==> config.mk <==
export PLATFORM = sky130hd
export DESIGN_NAME = irq_pend_ctrl
export DESIGN_NICKNAME = d
export VERILOG_FILES = /design/src/rtl/irq_pend_ctrl.sv
export SDC_FILE = /design/constraint.sdc
export NUM_CORES = 1
export LEC_CHECK = 0
export CORE_ASPECT_RATIO = 0.7
export CORE_MARGIN = 4
export CORE_UTILIZATION = 38
export CTS_CLUSTER_SIZE = 24
export DETAILED_ROUTE_END_ITERATION = 10
export PLACE_DENSITY_LB_ADDON = 0.1
export SYNTH_ARGS = -nofsm -noshare
export SYNTH_HDL_FRONTEND = slang
export SYNTH_SLANG_ARGS = --single-unit
==> constraint.sdc <==
create_clock -name clk -period 1.35 [get_ports clk]
set_input_delay 0.27 -clock clk [delete_from_list [all_inputs] [get_ports clk]]
set_output_delay 0.27 -clock clk [all_outputs]
set_load 0.03 [all_outputs]
==> src/rtl/irq_pend_ctrl.sv <==
// Interrupt request capture: pending register, enable mask, highest-index grant via req/ack.
// Define IRQ_EDGE_DETECT_EN to capture rising edges of irq instead of levels.
module irq_pend_ctrl #(
    parameter int unsigned NSRC = 8,
    parameter int unsigned ID_W = 3
) (
    input  logic            clk,
    input  logic            rst_n,
    input  logic [NSRC-1:0] irq,
    input  logic [NSRC-1:0] mask,
    input  logic            ack,
    output logic            req,
    output logic [ID_W-1:0] id,
    output logic            valid,
    output logic [NSRC-1:0] pend
);

    typedef enum logic [1:0] {
        IDLE,
        REQ,
        GAP
    } state_t;

    state_t          state;
    logic [NSRC-1:0] hit;
    logic [NSRC-1:0] pend_next;
    logic [NSRC-1:0] cand;
    logic [ID_W-1:0] sel;

`ifdef IRQ_EDGE_DETECT_EN
    logic [NSRC-1:0] irq_d;

    always_ff @(posedge clk or negedge rst_n) begin
        if (!rst_n) begin
            irq_d <= '0;
        end else begin
            irq_d <= irq;
        end
    end

    assign hit = irq & ~irq_d;
`else
    assign hit = irq;
`endif

    // Clearing the granted bit leaves only the same-cycle hit, so set wins over clear.
    always_comb begin
        pend_next = pend | hit;
        if (state == REQ && ack) begin
            pend_next[id] = hit[id];
        end
    end

    assign cand = pend & mask;

    // Later iterations override earlier ones, leaving the highest enabled index.
    always_comb begin
        sel = '0;
        for (int unsigned i = 0; i < NSRC; i++) begin
            if (cand[i]) begin
                sel = ID_W'(i);
            end
        end
    end

    always_ff @(posedge clk or negedge rst_n) begin
        if (!rst_n) begin
            state <= IDLE;
            req   <= 1'b0;
            id    <= '0;
            valid <= 1'b0;
            pend  <= '0;
        end else begin
            pend  <= pend_next;
            valid <= |(pend_next & mask);
            case (state)
                IDLE: begin
                    if (|cand) begin
                        id    <= sel;
                        req   <= 1'b1;
                        state <= REQ;
                    end
                end
                REQ: begin
                    if (ack) begin
                        req   <= 1'b0;
                        state <= GAP;
                    end
                end
                GAP: begin
                    req   <= 1'b0;
                    state <= IDLE;
                end
                default: begin
                    req   <= 1'b0;
                    state <= IDLE;
                end
            endcase
        end
    end

endmodule
==> out/summary.txt <==
Maximum VDD drop -> 0.890 mV
Hold crit path type -> in2async
Max Cap Violations -> 0
Yosys synthesis warning count -> 0
Lkg Pwr -> 0.661 nW
WL final -> 3190 um
Synth area leaders -> dfrtp_1 42%, a21o_1 5.5%, nand2_1 4.1%
Num Clock Sinks -> 14
CTS Buf Count -> 3
Crit start category -> flip-flop
Cts hold-fix bufs -> 0
Rel. slew slack -> 73.7%
Post-synthesis cell type count -> 38
Top Family by Delay on Critical Path -> simple AND/OR/NAND/NOR gates
Starting Density -> 42.2%
Core Box Area -> 1950 um^2
Yosys top cell area share -> 42.5%
Vias in the first global route -> 1040
Setup Skew -> 4.44 ps
Layout cell share with drive strength beyond 1 -> 52.8%
Setup violations, final -> 8
Drt wl/cell -> 17.6 um
Violated checks -> setup timing
Measured slew at the worst slew-check pin -> 390 ps
Die Ht -> 47.0 um
Unrepaired setup endpoints after global routing -> yes
Post-Syn Area -> 825 um^2
Die Span X -> 63.7 um
Syn Nets -> 102
FF-to-FF End -> valid$_DFF_PN0_
HPWL Detailed -> 2230 um
Synth area leader -> dfrtp_1
Vias after detailed routing -> 1020
Critical path peak fanout -> 3
First-pass GRT wire length -> 4890 um
Req. time, crit path -> 1480 ps
Largest net degree at the start of global routing -> 15
Worst reg-to-reg setup slack -> -210 ps
Post-route setup slack -> -215 ps
Crit path depth -> 5
Clock buffer depth -> 2
Setup Crit Path Kind -> reg2reg
H-tree lvl count -> 1
Finished Cell Area -> 1560 um^2
Remaining Overflow, GRT -> 0
Port bufs -> 31
Synth Flop Type -> dfrtp_1
Row count -> 13
CTS tree -> done
GPL Wtd Cong -> 0.792
Via-per-instance ratio -> 5.64
Power Density -> 1410 nW/um^2
DR pass1 iterations -> 4
Clk slew on worst S/H paths -> 90 ps
Synth async-reset ratio -> 100%
Layout Utilization -> 79.7%
Initial antenna violation count -> 0
Slowest cell on crit path -> dfrtp_1
Final Non-Filler Cells -> 181
Status -> finished, violations left
Synth Register Bits -> 14
Register area share after synthesis -> 42.5%
Syn-to-layout area delta -> 88.8%
CP max stage delay -> 400 ps
Starting DRT DRC Count -> 57
Root Buffer -> clkbuf_4
Period utilisation layout -> 116%
Final Hold Viols -> 0
Post-Syn Instances -> 83
Peak Freq -> 639 MHz
Syn_area_per_cell -> 9.93 um^2
Slew Viols, Final -> 0
Die area -> 2990 um^2
Cells after DPL -> 171
Worst EP arrival -> 1700 ps
Buf/Inv on CP -> 0
Post-layout net count -> 180
CP Capture Type -> flip-flop
Antenna cells -> 0
Clk_lat worst skew -> 280 ps
Area after DPL -> 1420 um^2
Critical-path cell list -> and4b_2 > nand3_2 > a21o_1 > a221oi_2 > nand4_1
RR Startpoint -> state[1]$_DFFE_PN0P_
Global-route usage over all layers -> 22.1%
Residual DRC -> 0
Final min period -> 1560 ps
Reg2reg path depth -> 5
ANT nets after route -> 0
Boundary Pins -> 32
EDFF count, synth -> 0
## cell families after synthesis
family | synth area share, %
and+or+nand+nor | 23.1
AOI/OAI and AO/OA | 27.5
DFF | 42.5
muxes | 5.46
buffers and inverters | 1.52
## registers in the layout (all words and copies together), names as in the netlist
register and flops:
state 1, id 3, req 1, pend 8, valid 1
## cell usage in the layout, fill, tap and decap left out, types with 2 or more instances in the layout
master / synthesis / routed
dfrtp_1: 14 / 7
nor2_2: 0 / 2
clkbuf_4: 0 / 3
a21oi_1: 4 / 3
clkbuf_2: 0 / 2
nand2_1: 9 / 7
dlygate4sd2_1: 0 / 6
clkdlybuf4s50_1: 0 / 13
nand3b_1: 2 / 2
a22oi_1: 3 / 3
buf_6: 0 / 9
o21ai_0: 5 / 5
nor2_1: 7 / 3
dfrtp_2: 0 / 7
a21o_1: 6 / 6
mux2i_1: 3 / 3
nor2_4: 0 / 2
buf_4: 0 / 44
## routing by layer
| metal | wire length, um | part of all wire, % | vias to the layer above | global-route usage (%) |
|---|---|---|---|---|
| met1 | 1350 | 42 | 495 | 26.8 |
| met2 | 1590 | 50 | 46 | 40.5 |
| li1 | - | - | 471 | - |
| met4 | 65 | 2.0 | 0 | 6.87 |
| met3 | 186 | 5.8 | 8 | 5.02 |
| met5 | 0 | 0 | - | 0 |
## cell usage after synthesis (2+ instances only)
library cell and n:
dfrtp_1 14, mux2i_1 3, nand3b_1 2, o21ai_0 5, a21o_1 6, nor2_1 7
nand3_1 2, nand2_1 9, a22oi_1 3, a21oi_1 4
## stage by stage
stage | total power (W) | hold slack (ps) | setup TNS, ps | worst slack, ps
2_1_floorplan | 0.00112 | -25.6 | -626 | -228
6_report | 0.00219 | 293 | -919 | -215
4_1_cts | 0.00208 | 302 | -846 | -198
3_3_place_gp | 0.00167 | 522 | -3810 | -502
5_1_grt | 0.00229 | 299 | -1280 | -294
3_5_place_dp | 0.00170 | 528 | -4180 | -569
## worst max path at each step
stage	start	to	slack, ps
4_1_cts	state[1]$_DFFE_PN0P_	valid$_DFF_PN0_	-200
3_3_place_gp	mask[4]	id[1]$_DFFE_PN0P_	-500
5_1_grt	state[1]$_DFFE_PN0P_	valid$_DFF_PN0_	-290
6_report	state[1]$_DFFE_PN0P_	valid$_DFF_PN0_	-210
3_5_place_dp	mask[4]	id[1]$_DFFE_PN0P_	-570
2_1_floorplan	pend[4]$_DFF_PN0_	id[1]$_DFFE_PN0P_	-230
## layout make-up
type | instances | area, um^2
multi-input combinational | 66 | 514
fill | 134 | 395
inverter | 1 | 3.75
clock buffer | 3 | 22.5
tap | 22 | 27.5
timing repair buffer | 75 | 629
sequential | 14 | 359
## repair_timing
item / CTS / global route
buffers inserted: 6 / 4
setup endpoints to repair: 12 / 14
pin swaps: 11 / 8
resized for setup: 25 / 20
## where the power goes
part / total, W / internal (W) / switching [W]
sequential: 0.000599 / 0.000510 / 0.0000889
clock: 0.000240 / 0.000104 / 0.000137
combinational: 0.00135 / 0.000701 / 0.000651
total: 0.00219 / 0.00131 / 0.000876
Note: power is estimated with default switching activity, not from simulation.
